`config.mk`:
```
export PLATFORM = sky130hd
export DESIGN_NAME = axi_lite_reg_slave_flat
export DESIGN_NICKNAME = d
export VERILOG_FILES = /design/src/rtl/axi_lite_pkg.sv /design/src/rtl/axi_lite_if.sv /design/src/rtl/axi_lite_regbank.sv /design/src/rtl/axi_lite_reg_slave.sv /design/src/flat_wrapper.sv
export SDC_FILE = /design/constraint.sdc
export NUM_CORES = 1
export LEC_CHECK = 0
export CAP_MARGIN = 25
export CORE_AREA = 2 2 270 272
export CTS_CLUSTER_DIAMETER = 30
export DETAILED_ROUTE_END_ITERATION = 8
export DIE_AREA = 0 0 272 274
export HOLD_SLACK_MARGIN = 0.02
export PLACE_DENSITY_LB_ADDON = 0.25
export SKIP_LAST_GASP = 1
export SLEW_MARGIN = 10
export SYNTH_ARGS = -nofsm -noshare
export SYNTH_HDL_FRONTEND = slang
export SYNTH_SLANG_ARGS = --single-unit
```
`constraint.sdc`:
```
create_clock -name clk -period 4.8 [get_ports clk]
set_input_delay 0.72 -clock clk [delete_from_list [all_inputs] [get_ports clk]]
set_output_delay 0.72 -clock clk [all_outputs]
set_load 0.1 [all_outputs]
```
`src/rtl/axi_lite_pkg.sv`:
```
`default_nettype none
// ============================================================================
// axi_lite_pkg : shared AXI4-Lite widths, response codes and FSM state types
// Revision     : 1.0
// ============================================================================
package axi_lite_pkg;

   localparam int ADDR_W = 7;
   localparam int DATA_W = 32;
   localparam int STRB_W = DATA_W / 8;
   localparam int IDX_W  = 5;

   typedef enum logic [1:0] {
      OKAY   = 2'b00,
      SLVERR = 2'b10
   } resp_t;

   typedef enum logic [1:0] {
      W_IDLE = 2'd0,
      W_ADDR = 2'd1,
      W_DATA = 2'd2,
      W_RESP = 2'd3
   } wr_state_t;

   typedef enum logic [0:0] {
      R_IDLE = 1'b0,
      R_DATA = 1'b1
   } rd_state_t;

endpackage
`default_nettype wire

```
`src/rtl/axi_lite_if.sv`:
```
`default_nettype none
// ============================================================================
// axi_lite : AXI4-Lite bundle with master and slave views
// Revision : 1.0
// ============================================================================
interface axi_lite #(
   parameter int AW = axi_lite_pkg::ADDR_W,
   parameter int DW = axi_lite_pkg::DATA_W
);
   logic [AW-1:0]   awaddr;
   logic            awvalid;
   logic            awready;
   logic [DW-1:0]   wdata;
   logic [DW/8-1:0] wstrb;
   logic            wvalid;
   logic            wready;
   logic [1:0]      bresp;
   logic            bvalid;
   logic            bready;
   logic [AW-1:0]   araddr;
   logic            arvalid;
   logic            arready;
   logic [DW-1:0]   rdata;
   logic [1:0]      rresp;
   logic            rvalid;
   logic            rready;

   modport slave (
      input  awaddr, awvalid, wdata, wstrb, wvalid, bready, araddr, arvalid, rready,
      output awready, wready, bresp, bvalid, arready, rdata, rresp, rvalid
   );

   modport master (
      output awaddr, awvalid, wdata, wstrb, wvalid, bready, araddr, arvalid, rready,
      input  awready, wready, bresp, bvalid, arready, rdata, rresp, rvalid
   );
endinterface
`default_nettype wire

```
`src/rtl/axi_lite_regbank.sv`:
```
`default_nettype none
// ============================================================================
// axi_lite_regbank : byte-strobed register storage, one write port and a
//                    combinational read port
// Revision         : 1.0
// ============================================================================
module axi_lite_regbank
   import axi_lite_pkg::*;
#(
   parameter int NUM_REGS = 16
) (
   input  logic                       clk,
   input  logic                       rst_n,
   input  logic                       wr_en,
   input  logic [IDX_W-1:0]           wr_idx,
   input  logic [DATA_W-1:0]          wr_data,
   input  logic [STRB_W-1:0]          wr_strb,
   input  logic [IDX_W-1:0]           rd_idx,
   output logic [DATA_W-1:0]          rd_data,
   output logic [NUM_REGS*DATA_W-1:0] q
);

   generate
      for (genvar k = 0; k < NUM_REGS; k++) begin : g_reg
         logic [DATA_W-1:0] r_word;
         logic              w_sel;

         assign w_sel = wr_en && (wr_idx == IDX_W'(k));

         always_ff @(posedge clk or negedge rst_n) begin
            if (!rst_n) begin
               r_word <= '0;
            end else if (w_sel) begin
               for (int b = 0; b < STRB_W; b++) begin
                  if (wr_strb[b]) r_word[8*b +: 8] <= wr_data[8*b +: 8];
               end
            end
         end

         assign q[k*DATA_W +: DATA_W] = r_word;
      end
   endgenerate

   // Unmatched indices read as zero; the top never forwards them anyway.
   always_comb begin
      rd_data = '0;
      for (int k = 0; k < NUM_REGS; k++) begin
         if (rd_idx == IDX_W'(k)) rd_data = q[k*DATA_W +: DATA_W];
      end
   end

endmodule
`default_nettype wire

```
`src/rtl/axi_lite_reg_slave.sv`:
```
`default_nettype none
// ============================================================================
// axi_lite_reg_slave : AXI4-Lite responder exposing NUM_REGS x 32-bit registers
// Revision           : 1.0
// ============================================================================
module axi_lite_reg_slave
   import axi_lite_pkg::*;
#(
   parameter int NUM_REGS = 16
) (
   input  logic                       clk,
   input  logic                       rst_n,
   axi_lite.slave                     s_axi,
   output logic [NUM_REGS*DATA_W-1:0] reg_q,
   output logic                       wr_pulse,
   output logic [IDX_W-1:0]           wr_idx
);

   function automatic logic idx_in_range(input logic [IDX_W-1:0] idx);
      return int'(idx) < NUM_REGS;
   endfunction

   wr_state_t          r_wr_state, w_wr_next;
   rd_state_t          r_rd_state, w_rd_next;
   logic               r_awready, r_wready, r_arready;
   logic [IDX_W-1:0]   r_aw_idx;
   logic [DATA_W-1:0]  r_wdata;
   logic [STRB_W-1:0]  r_wstrb;
   resp_t              r_bresp, r_rresp;
   logic [DATA_W-1:0]  r_rdata;

   logic               w_aw_hs, w_w_hs, w_b_hs, w_ar_hs, w_r_hs;
   logic               w_commit, w_cmt_in_range, w_ar_in_range;
   logic [IDX_W-1:0]   w_cmt_idx, w_ar_idx;
   logic [DATA_W-1:0]  w_cmt_data, w_bank_rd;
   logic [STRB_W-1:0]  w_cmt_strb;
   logic               w_unused_addr_lsbs;

   assign w_unused_addr_lsbs = ^{s_axi.awaddr[1:0], s_axi.araddr[1:0]};

   assign w_aw_hs = s_axi.awvalid & r_awready;
   assign w_w_hs  = s_axi.wvalid  & r_wready;
   assign w_b_hs  = (r_wr_state == W_RESP) & s_axi.bready;
   assign w_ar_hs = s_axi.arvalid & r_arready;
   assign w_r_hs  = (r_rd_state == R_DATA) & s_axi.rready;

   always_comb begin
      w_wr_next = r_wr_state;
      case (r_wr_state)
         W_IDLE: begin
            if (w_aw_hs && w_w_hs) w_wr_next = W_RESP;
            else if (w_w_hs)       w_wr_next = W_ADDR;
            else if (w_aw_hs)      w_wr_next = W_DATA;
         end
         W_DATA:  if (w_w_hs)  w_wr_next = W_RESP;
         W_ADDR:  if (w_aw_hs) w_wr_next = W_RESP;
         W_RESP:  if (w_b_hs)  w_wr_next = W_IDLE;
         default: w_wr_next = W_IDLE;
      endcase
   end

   always_comb begin
      w_rd_next = r_rd_state;
      case (r_rd_state)
         R_IDLE:  if (w_ar_hs) w_rd_next = R_DATA;
         R_DATA:  if (w_r_hs)  w_rd_next = R_IDLE;
         default: w_rd_next = R_IDLE;
      endcase
   end

   // Whichever half arrives last is taken live; the earlier half comes from its latch.
   assign w_commit       = (r_wr_state != W_RESP) && (w_wr_next == W_RESP);
   assign w_cmt_idx      = w_aw_hs ? s_axi.awaddr[6:2] : r_aw_idx;
   assign w_cmt_data     = w_w_hs  ? s_axi.wdata       : r_wdata;
   assign w_cmt_strb     = w_w_hs  ? s_axi.wstrb       : r_wstrb;
   assign w_cmt_in_range = idx_in_range(w_cmt_idx);

   assign w_ar_idx       = s_axi.araddr[6:2];
   assign w_ar_in_range  = idx_in_range(w_ar_idx);

   axi_lite_regbank #(
      .NUM_REGS (NUM_REGS)
   ) u_regbank (
      .clk     (clk),
      .rst_n   (rst_n),
      .wr_en   (w_commit & w_cmt_in_range),
      .wr_idx  (w_cmt_idx),
      .wr_data (w_cmt_data),
      .wr_strb (w_cmt_strb),
      .rd_idx  (w_ar_idx),
      .rd_data (w_bank_rd),
      .q       (reg_q)
   );

   always_ff @(posedge clk or negedge rst_n) begin
      if (!rst_n) begin
         r_wr_state <= W_IDLE;
         r_rd_state <= R_IDLE;
         r_awready  <= 1'b0;
         r_wready   <= 1'b0;
         r_arready  <= 1'b0;
         r_aw_idx   <= '0;
         r_wdata    <= '0;
         r_wstrb    <= '0;
         r_bresp    <= OKAY;
         r_rresp    <= OKAY;
         r_rdata    <= '0;
         wr_pulse   <= 1'b0;
         wr_idx     <= '0;
      end else begin
         r_wr_state <= w_wr_next;
         r_rd_state <= w_rd_next;
         r_awready  <= (w_wr_next == W_IDLE) || (w_wr_next == W_ADDR);
         r_wready   <= (w_wr_next == W_IDLE) || (w_wr_next == W_DATA);
         r_arready  <= (w_rd_next == R_IDLE);
         if (w_aw_hs) r_aw_idx <= s_axi.awaddr[6:2];
         if (w_w_hs) begin
            r_wdata <= s_axi.wdata;
            r_wstrb <= s_axi.wstrb;
         end
         wr_pulse <= w_commit & w_cmt_in_range;
         if (w_commit && w_cmt_in_range) wr_idx <= w_cmt_idx;
         if (w_commit) r_bresp <= w_cmt_in_range ? OKAY : SLVERR;
         // Bank read happens before this edge's write lands, so a colliding read sees the old value.
         if (w_ar_hs) begin
            r_rdata <= w_ar_in_range ? w_bank_rd : '0;
            r_rresp <= w_ar_in_range ? OKAY : SLVERR;
         end
      end
   end

   assign s_axi.awready = r_awready;
   assign s_axi.wready  = r_wready;
   assign s_axi.bvalid  = (r_wr_state == W_RESP);
   assign s_axi.bresp   = r_bresp;
   assign s_axi.arready = r_arready;
   assign s_axi.rvalid  = (r_rd_state == R_DATA);
   assign s_axi.rdata   = r_rdata;
   assign s_axi.rresp   = r_rresp;

endmodule
`default_nettype wire

```
`src/flat_wrapper.sv`:
```
// flat-port wrapper written by rule: the top's interface ports become plain ports
module axi_lite_reg_slave_flat import axi_lite_pkg::*;
#(
   parameter int NUM_REGS = 16
)
  (clk, rst_n, reg_q, wr_pulse, wr_idx, s_axi_awaddr, s_axi_awvalid, s_axi_wdata, s_axi_wstrb, s_axi_wvalid, s_axi_bready, s_axi_araddr, s_axi_arvalid, s_axi_rready, s_axi_awready, s_axi_wready, s_axi_bresp, s_axi_bvalid, s_axi_arready, s_axi_rdata, s_axi_rresp, s_axi_rvalid);
  axi_lite s_axi_i ();
  input  logic clk;
  input  logic rst_n;
  output logic [NUM_REGS*DATA_W-1:0] reg_q;
  output logic wr_pulse;
  output logic [IDX_W-1:0] wr_idx;
  input wire logic [$bits(s_axi_i.awaddr)-1:0] s_axi_awaddr;
  input wire logic [$bits(s_axi_i.awvalid)-1:0] s_axi_awvalid;
  input wire logic [$bits(s_axi_i.wdata)-1:0] s_axi_wdata;
  input wire logic [$bits(s_axi_i.wstrb)-1:0] s_axi_wstrb;
  input wire logic [$bits(s_axi_i.wvalid)-1:0] s_axi_wvalid;
  input wire logic [$bits(s_axi_i.bready)-1:0] s_axi_bready;
  input wire logic [$bits(s_axi_i.araddr)-1:0] s_axi_araddr;
  input wire logic [$bits(s_axi_i.arvalid)-1:0] s_axi_arvalid;
  input wire logic [$bits(s_axi_i.rready)-1:0] s_axi_rready;
  output wire logic [$bits(s_axi_i.awready)-1:0] s_axi_awready;
  output wire logic [$bits(s_axi_i.wready)-1:0] s_axi_wready;
  output wire logic [$bits(s_axi_i.bresp)-1:0] s_axi_bresp;
  output wire logic [$bits(s_axi_i.bvalid)-1:0] s_axi_bvalid;
  output wire logic [$bits(s_axi_i.arready)-1:0] s_axi_arready;
  output wire logic [$bits(s_axi_i.rdata)-1:0] s_axi_rdata;
  output wire logic [$bits(s_axi_i.rresp)-1:0] s_axi_rresp;
  output wire logic [$bits(s_axi_i.rvalid)-1:0] s_axi_rvalid;
  assign s_axi_i.awaddr = s_axi_awaddr;
  assign s_axi_i.awvalid = s_axi_awvalid;
  assign s_axi_i.wdata = s_axi_wdata;
  assign s_axi_i.wstrb = s_axi_wstrb;
  assign s_axi_i.wvalid = s_axi_wvalid;
  assign s_axi_i.bready = s_axi_bready;
  assign s_axi_i.araddr = s_axi_araddr;
  assign s_axi_i.arvalid = s_axi_arvalid;
  assign s_axi_i.rready = s_axi_rready;
  assign s_axi_awready = s_axi_i.awready;
  assign s_axi_wready = s_axi_i.wready;
  assign s_axi_bresp = s_axi_i.bresp;
  assign s_axi_bvalid = s_axi_i.bvalid;
  assign s_axi_arready = s_axi_i.arready;
  assign s_axi_rdata = s_axi_i.rdata;
  assign s_axi_rresp = s_axi_i.rresp;
  assign s_axi_rvalid = s_axi_i.rvalid;
  axi_lite_reg_slave #(.NUM_REGS(NUM_REGS)) u_core (.clk(clk), .rst_n(rst_n), .s_axi(s_axi_i), .reg_q(reg_q), .wr_pulse(wr_pulse), .wr_idx(wr_idx));
endmodule
```
* Yosys cells after proc, flatten, opt, wreduce, memory -nomap -nowiden
Index checks and enable logic that the tools add are counted.
Word-level totals: flip-flop bits (word level) 601, logic and storage cells 245
Operators by class: bitwise operators 8, magnitude comparators 2, reduce and logical (&&, ||, !) cells 89, muxes and demuxes 32, equal/unequal tests 37
Operators by type and width (number):
- $mux 32 | 18
- $reduce_and 2->1 | 64
- $eq 5x4->1 const B | 16
- $eq 5x3->1 const B | 8
- $eq 5x2->1 const B | 4
- $logic_and 1x1->1 | 19
- $mux 2 | 8
- $eq 5x1->1 const B | 2
- $logic_not 5->1 | 2
- $lt 5x5->1 const B | 2
- $eq 2x2->1 const B | 4
- $pmux 2 s4 | 1
- $and 1x1->1 | 6
- $mux 5 | 1
- $eq 2x1->1 const B | 2
- $logic_not 2->1 | 2
- $mux 4 | 1
- $logic_or 1x1->1 | 2
- $mux 1 | 2
- $ne 2x2->1 const B | 1
- $not 1->1 | 2
- $pmux 1 s2 | 1

* Depth between registers and ports, before layout
Gate-level depths: netlist of run 1.
depth after elaboration 18, mapped depth 10

* By module
A second synthesis of run 1 with hierarchy kept.
Second synthesis, totals: cell total of the unflattened synthesis 2181, area total of the unflattened synthesis 27421.3 um^2
Modules (own cells, without submodules):
- axi_lite_regbank | cells an instance 1914, area an instance 24006.8 um^2, times used 1
- axi_lite_reg_slave | cells an instance 267, area an instance 3414.5 um^2, times used 1

* Least setup slack after synthesis of run 1
OpenSTA, ideal clock, no wires.
kind register to register, from register u_core.r_awready (netlist: u_core.s_axi.awready), to register u_core.u_regbank.g_reg[11].r_word[31], setup time 0.128 ns, arrival 2.783 ns, path slack 1.889 ns, path buffers 2, stages on the path, launching flop included 8, cells stage by stage dfrtp_1 -> nand2_1 -> a211o_1 -> clkbuf_1 -> a211oi_2 -> buf_4 -> nand2_2 -> mux2_1
On the way: word-level cells in the longest chain between the ends 10
RTL lines:
- start: declaration | line axi_lite_reg_slave.sv:25 | logic r_awready, r_wready, r_arready;
- start signal: assignment | line axi_lite_reg_slave.sv:113 | r_awready <= (w_wr_next == W_IDLE) || (w_wr_next == W_ADDR);
- $and 1x1->1 (*) | line axi_lite_reg_slave.sv:41 | assign w_aw_hs = s_axi.awvalid & r_awready;
- $mux 2 | line axi_lite_reg_slave.sv:53 | else if (w_aw_hs) w_wr_next = W_DATA;
- $mux 2 | line axi_lite_reg_slave.sv:52 | else if (w_w_hs) w_wr_next = W_ADDR;
- $mux 2 | line axi_lite_reg_slave.sv:51 | if (w_aw_hs && w_w_hs) w_wr_next = W_RESP;
- $pmux 2 s4 | line axi_lite_reg_slave.sv:49 | case (r_wr_state)
- $eq 2x2->1 | line axi_lite_reg_slave.sv:72 | assign w_commit = (r_wr_state != W_RESP) && (w_wr_next == W_RESP);
- $logic_and 1x1->1 | line axi_lite_reg_slave.sv:72
- $and 1x1->1 | line axi_lite_reg_slave.sv:86 | .wr_en (w_commit & w_cmt_in_range),
- $logic_and 1x1->1 (*) | line axi_lite_regbank.sv:28 | assign w_sel = wr_en && (wr_idx == IDX_W'(k));
- $reduce_and 2->1 (no line) (*)
- end signal: indexed assignment | line axi_lite_regbank.sv:35 | if (wr_strb[b]) r_word[8*b +: 8] <= wr_data[8*b +: 8];
- end: declaration | line axi_lite_regbank.sv:25 | logic [DATA_W-1:0] r_word;
Mark *: on every way between the ends. The rest lies on a longest branch, timed or not. A chain may end at the register's enable or synchronous reset.

* Worst setup path after layout of run 1
from input s_axi_awvalid, to register u_core.u_regbank.g_reg[12].r_word[5]
RTL lines:
- start: declaration | line flat_wrapper.sv:14 | input wire logic [$bits(s_axi_i.awvalid)-1:0] s_axi_awvalid;
- $and 1x1->1 (*) | line axi_lite_reg_slave.sv:41
- $mux 5 (*)
- named net u_core.u_regbank.wr_idx[0] | line axi_lite_regbank.sv:15 | input logic [IDX_W-1:0] wr_idx,
- $lt 5x5->1 | line axi_lite_reg_slave.sv:20 | return int'(idx) < NUM_REGS;
- $and 1x1->1 | line axi_lite_reg_slave.sv:86
- $logic_and 1x1->1 (*) | line axi_lite_regbank.sv:28
- $reduce_and 2->1 (no line) (*)
- end signal: indexed assignment | line axi_lite_regbank.sv:35
- end: declaration | line axi_lite_regbank.sv:25
Mark *: on every way through the listed nets, which the timed path passes. The rest lies on a longest branch.

==> impl_metrics.toml, run 1 <==
[logic_synthesis]
synth_seq_area_share_pct = 54.1
synthAdderAreaFrac_pct = 0
synth_xor_area_share_pct = 0
netlist_instances = 2186
synth_top_family_by_area = "multiplexers"
yosys_warnings = 0
ys_types = 80
synth_compound_area_share_pct = 11.2
netlist_area_um2 = 27700
synth_edf_count = 0
ys_ff_latch = 599
synth-simple-area-share_pct = 6.59
synthArstFlopShare_pct = 100
syn_avg_cell_area_um2 = 12.7
muxShareOfSynthArea_pct = 25.4
synth_top_flop_cell = "dfrtp_1"

[global_route]
grt_start_max_net_pins = 132
use_met3_pct = 9.76
grt_pass1_wl_mm = 184
grt_antenna_before_repair = 5
busiest_layer = "met2"
grt-ovfl-total = 0
grtUsageMet1_pct = 45.4
grt.total_usage_pct = 35.1
grtUsageMet2_pct = 53.2
grt_pass1_vias = 24200

[detailed_routing]
wl_per_cell_um = 33.9
drc = 0
num_vias = 24100
dr.pass1.iters = 8
wl_mm = 134
viasPerCell = 6.11
initialDrtViolationCount = 2705
ant_nets = 0

[setup_path]
path_buf_inv = 2
crit_chain = "clkdlybuf4s50_1 > and2_1 > mux2i_2 > inv_2 > a211oi_4 > and2_1 > mux2_2"
startpoint_type = "input port"
worstPathMaxFanout = 9
arrival_ns = 4.13
crit_top_cell = "and2_1"
path_class = "input port to register"
critPathMaxStageDelay_ns = 0.76
endpoint_kind = "register"
cp_top_family = "simple AND/OR/NAND/NOR gates"
crit_required_ns = 5.38
cp_slowest_cell = "and2_1"

[floorplanning]
fp.dieW_um = 272
dieArea_um2 = 74500
ioPinCount = 616
core_um2 = 72000
fp-row-count = 99
initial_core_util_pct = 38.5
die_height_um = 274

[timing]
worst_clock_skew_ns = 0.0312
setup_viol = 0
fmaxAchievable_mhz = 281
min_period_over_period_pct = 74.0
finalCriticalPeriod_ns = 3.55
fin_tns_setup_ns = 0
max_slew_margin_pct = 19.1
tightest_slew_ns = 1.21
finalHoldViolations = 0
rsz0062_at_grt = "no"
finalMaxSlewViolations = 0

[run]
max_cap_violations = 0

[clocking]
clk_pin_slew_worst_paths_ns = 0.05
clkSinkCount = 599
post_cts_buffers = 0
cts_tree = "built"
cts-root-buf = "clkbuf_16"
clockBufferDepth = 3
cts_buffers = 137
post_cts_resized = 0
insertion_delay_ns = 0.71
cts_hold_buffers = 0
h-tree-depth = 4

[final_layout]
nets = 2934
multi_input_area_um2 = 12100
syn_to_final_growth_pct = 45.4
n_fill_cell = 5914
seq_area_um2 = 15000
drive_gt1_share_pct = 32.8

[placed_design]
io_buffer_count = 609
gp_congestion = 0.932
place_hpwl_mm = 92.5

[run_status]
outcome = "complete, no violations"

[min_path]
hold_path_class = "input port to asynchronous set/reset pin"
-- registers in the layout, indices dropped and copies added, names as in the netlist --
signal	count
u_core.u_regbank.g.r_word	512
u_core.r_wdata	32
u_core.s_axi.rdata	32
u_core.r_aw_idx	5
u_core.wr_idx	5
u_core.r_wstrb	4
u_core.r_wr_state	2
u_core.s_axi.arready	1
u_core.s_axi.awready	1
u_core.s_axi.bresp	1
u_core.s_axi.rresp	1
u_core.s_axi.rvalid	1
u_core.s_axi.wready	1
u_core.wr_pulse	1
-- path summary, 6_finish.rpt --
kind / start / to / slack (ns) / depth (start not counted)
min in group clk: u_core.s_axi.rdata[24] / u_core.s_axi.rdata[24] / 0.50 / 2
setup reg to reg: u_core.s_axi.awready / u_core.u_regbank.g_reg[12].r_word[5] / 1.38 / 6
max in group asynchronous: rst_n / u_core.u_regbank.g_reg[12].r_word[15] / 3.41 / 2
hold / removal: rst_n / u_core.r_wdata[26] / 0.07 / 1
setup / recovery: s_axi_awvalid / u_core.u_regbank.g_reg[12].r_word[5] / 1.25 / 7
hold reg to reg: u_core.s_axi.rdata[24] / u_core.s_axi.rdata[24] / 0.50 / 2
-- worst reg2reg max path, cell delays in order, from the launching register on --
cell and delay (ns):
dfrtp_1 0.44, and2_1 0.41, mux2i_2 0.46, inv_2 0.15, a211oi_4 0.64, and2_1 0.77
mux2_2 0.43
-- cell type report --
cell class,count,share of cell area (%)
repair buffers,712,17.6
clock buffers,175,9.46
inverters,21,0.196
multi-input cells,1406,30.0
well taps,959,2.98
clock inverters,70,2.47
diodes,3,0.0186
flip-flops and latches,599,37.2
-- metal layers --
metal / up-vias / part of all wire [%] / wire length (µm)
met1: 12600 / 40 / 53000
met4: 0 / 6.0 / 7980
met2: 1593 / 45 / 60000
met5: - / 0 / 0
met3: 375 / 9.6 / 12800
li1: 9565 / - / -
-- cells by family after synthesis --
kind of cell    Yosys count
compound gates          433
mux                     618
flops                   599
other cells               1
buf+inv                 182
simple gates            353
-- synthesized netlist by cell type, types with 11 or more instances --
cell,number,area share [%]
o21ai_0,73,1.3
a21boi_0,15,0.41
mux2_1,22,0.89
buf_2,40,0.72
mux2_2,547,22
a221o_1,16,0.58
o2bb2ai_1,24,0.76
nor2b_1,14,0.32
nor2_1,85,1.2
a21oi_1,83,1.5
inv_1,18,0.24
nand2b_1,16,0.36
nand2_2,40,0.90
mux2i_1,37,1.3
clkbuf_1,104,1.4
dfrtp_1,599,54
o211ai_1,17,0.46
nand3_1,22,0.40
a221oi_1,11,0.35
nand2_1,71,0.96
a222oi_1,14,0.51
a22o_1,19,0.60
nor3_1,27,0.49
a22oi_1,19,0.51
o221ai_1,12,0.38
and2_1,22,0.50
o22ai_1,31,0.70
-- layout by cell type, fill, tap and decap left out, drive strengths merged, types with 9 or more instances in the layout --
cell	synthesis	final
nand2b	16	16
and3	9	9
buf	56	107
o221ai	12	12
nand3	23	23
clkinv	1	28
a221o	16	16
clkbuf	105	175
inv	20	33
a22o	19	19
o21ai	74	74
a21oi	83	83
nand2	111	111
a22oi	19	19
a211oi	13	13
a222oi	14	14
o211ai	17	17
mux2i	39	39
bufinv	0	20
a2bb2oi	9	9
nor3	27	27
clkdlybuf4s50	0	605
dfrtp	599	599
a21o	10	10
mux2	569	569
nor2	85	85
a221oi	11	11
a21boi	15	15
and2	23	23
o22ai	31	31
nor2b	14	14
mux4	10	10
clkinvlp	0	10
o2bb2ai	24	24
-- stage by stage --
step / util, % / std cells / hold slack (ns) / instance area [µm²] / worst slack (ns)
after global placement: 49.0 / 3687 / 0.474 / 35300 / 0.726
after global routing: 56.0 / 3944 / 0.118 / 40300 / 1.22
after CTS: 55.8 / 3937 / 0.0790 / 40200 / 1.38
final: 56.0 / 3945 / 0.0706 / 40300 / 1.25
after floorplan: - / 2187 / 0.424 / 27700 / 1.89
after detailed placement: 49.1 / 3692 / 0.486 / 35400 / 0.642
Power of run 1 is not shown: default switching activity piles up to over one toggle a cycle in this logic, so the estimate is an artifact.
==> run 2, diff against run 1 <==
==> constraint.sdc (replaced) <==
create_clock -name clk -period 2.9 [get_ports clk]
set_input_delay 0.435 -clock clk [delete_from_list [all_inputs] [get_ports clk]]
set_output_delay 0.435 -clock clk [all_outputs]
set_load 0.1 [all_outputs]
==> run 2 against run 1 <==
  * Sequential share of layout area hardly changed
  * First-iteration DRC count is 2.3% lower
  * Worst setup slack worse by 0.93 ns
  * Utilization hardly changed
  * Global-route usage is 0.10 points higher
  * Via count is 1.9% higher
  * Register-to-register slack worse by 1.1 ns
  * Clock-buffer cell count is 14 lower
==> impl_metrics.toml, run 2 (same netlist as run 1, synthesis figures left out) <==
[placed_design]
io_buffer_count = 609
place_hpwl_mm = 96.9
gp_congestion = 0.914
pre_cts_slack_ns = -0.122
placedCellCount = 3816

[clocking]
clockBufferDepth = 3
h-tree-depth = 4
clk_pin_slew_worst_paths_ns = 0.05
insertion_delay_ns = 0.72
cts-root-buf = "clkbuf_16"
post_cts_resized = 0
cts_tree = "built"
clkSinkCount = 599
post_cts_buffers = 0
cts_buffers = 131

[setup_path]
arrival_ns = 3.17
crit_top_cell = "buf_12"
endpoint_kind = "register"
crit_required_ns = 3.48
path_class = "register to register"
cp_top_family = "compound AO/OA/AOI/OAI gates"
worstPathMaxFanout = 16
crit_chain = "nand3b_1 > a211o_1 > a211oi_4 > buf_12 > and2_1 > buf_12 > mux2_2"
startpoint_type = "register"
critPathMaxStageDelay_ns = 0.47
cp_slowest_cell = "a211o_1"
timing.rr.end = "u_core.u_regbank.g_reg[3].r_word[3]"
rrSetupSlack_ns = 0.31
reg2reg_depth = 7
r2r-start = "u_core.r_wr_state[0]"
path_buf_inv = 2

[timing]
fmaxAchievable_mhz = 386
finalHoldViolations = 0
max_slew_margin_pct = 25.0
tightest_slew_ns = 1.12
worst_clock_skew_ns = 0.0412
setup_ws_ns = 0.312
finalMaxSlewViolations = 0
hold_ws_ns = 0.316
min_period_over_period_pct = 89.2
finalCriticalPeriod_ns = 2.59
setup_viol = 0
rsz0062_at_grt = "no"

[floorplanning]
die_height_um = 274
fp.dieW_um = 272
dieArea_um2 = 74500
ioPinCount = 616
core_um2 = 72000
initial_core_util_pct = 38.5
fp-row-count = 99

[final_layout]
drive_gt1_share_pct = 53.4
largest_reg_flops = 512
final_cell_mix = "buf_4 (710), dfrtp_1 (598), mux2_2 (547), clkbuf_16 (132), a21oi_1 (83)"
final_common_cell = "buf_4"
largest-register = "u_core.u_regbank.g.r_word"
finalNonFillerCells = 4062
nets = 3048
syn_to_final_growth_pct = 45.3
n_fill_cell = 5969

[run_status]
outcome = "complete, no violations"

[global_route]
grt_pass1_vias = 24700
grt.total_usage_pct = 35.2
grt_pass1_wl_mm = 186
grt-ovfl-total = 0
grt_antenna_before_repair = 8
grt_start_max_net_pins = 77

[min_path]
hold_path_class = "input port to asynchronous set/reset pin"

[detailed_routing]
wl_per_cell_um = 33.1
num_vias = 24600
ant_nets = 0
wl_mm = 134
drc = 0
viasPerCell = 6.05
dr.pass1.iters = 6
initialDrtViolationCount = 2643

[run]
max_cap_violations = 0
## run 2: changes by cell type in the layout (fill, tap and decap cells not counted), moves of 3 or more
cell             delta
clkinv_8            +5
clkdlybuf4s50_1   -557
buf_16              -7
clkinvlp_4          +3
diode_2             +4
clkbuf_16           -8
clkbuf_1            -4
inv_6               -4
buf_12             +61
buf_4             +624
## run 2: worst reg2reg max path: stages (launching register included)
cell,delay (ns)
dfrtp_1,0.45
nand3b_1,0.20
a211o_1,0.47
a211oi_4,0.30
buf_12,0.22
and2_1,0.31
buf_12,0.18
mux2_2,0.35
## run 2: how the worst max path moves through the flow
stage / start / to / slack, ns / cells after the start
after floorplan: u_core.s_axi.wready / u_core.u_regbank.g_reg[11].r_word[31] / 0.07 / 8
after global placement: s_axi_awvalid / u_core.u_regbank.g_reg[12].r_word[27] / -0.34 / 8
after detailed placement: s_axi_awvalid / u_core.u_regbank.g_reg[3].r_word[3] / -0.12 / 9
after CTS: u_core.r_wr_state[0] / u_core.u_regbank.g_reg[3].r_word[3] / 0.34 / 7
after global routing: u_core.r_wr_state[0] / u_core.u_regbank.g_reg[3].r_word[3] / 0.28 / 7
final: u_core.r_wr_state[0] / u_core.u_regbank.g_reg[3].r_word[3] / 0.31 / 7
## run 2: through the flow
step	setup TNS [ns]	area [µm²]	utilization, %
after floorplan	0	27700	-
after global placement	-43.58	35600	49.4
after detailed placement	-8.08	35600	49.5
after CTS	0	40300	56.0
after global routing	0	40300	56.0
final	0	40300	56.0
## run 2: per-layer routing
layer / part of all wire [%] / GRT usage (%)
met2: 46 / 55.4
met5: 0.0097 / 0
met1: 40 / 45.1
met3: 9.1 / 9.35
met4: 5.2 / 17.4
## run 2: repair_timing
action,4_1_cts,5_1_grt
endpoints found under the hold margin,46,0
hold buffers,1,0
setup endpoints to repair,0,0
## run 2: cell type report
type / instances / area, µm² / share of cell area, %
Antenna cell: 7 / 17.5 / 0.0435
Clock buffer: 161 / 3570 / 8.86
Clock inverter: 77 / 1110 / 2.76
Inverter: 21 / 78.8 / 0.196
Multi-Input combinational cell: 1406 / 12100 / 30.0
Sequential cell: 599 / 15000 / 37.2
Tap cell: 959 / 1200 / 2.98
Timing Repair Buffer: 832 / 7240 / 18.0
Power of run 2 is left out for the same reason.
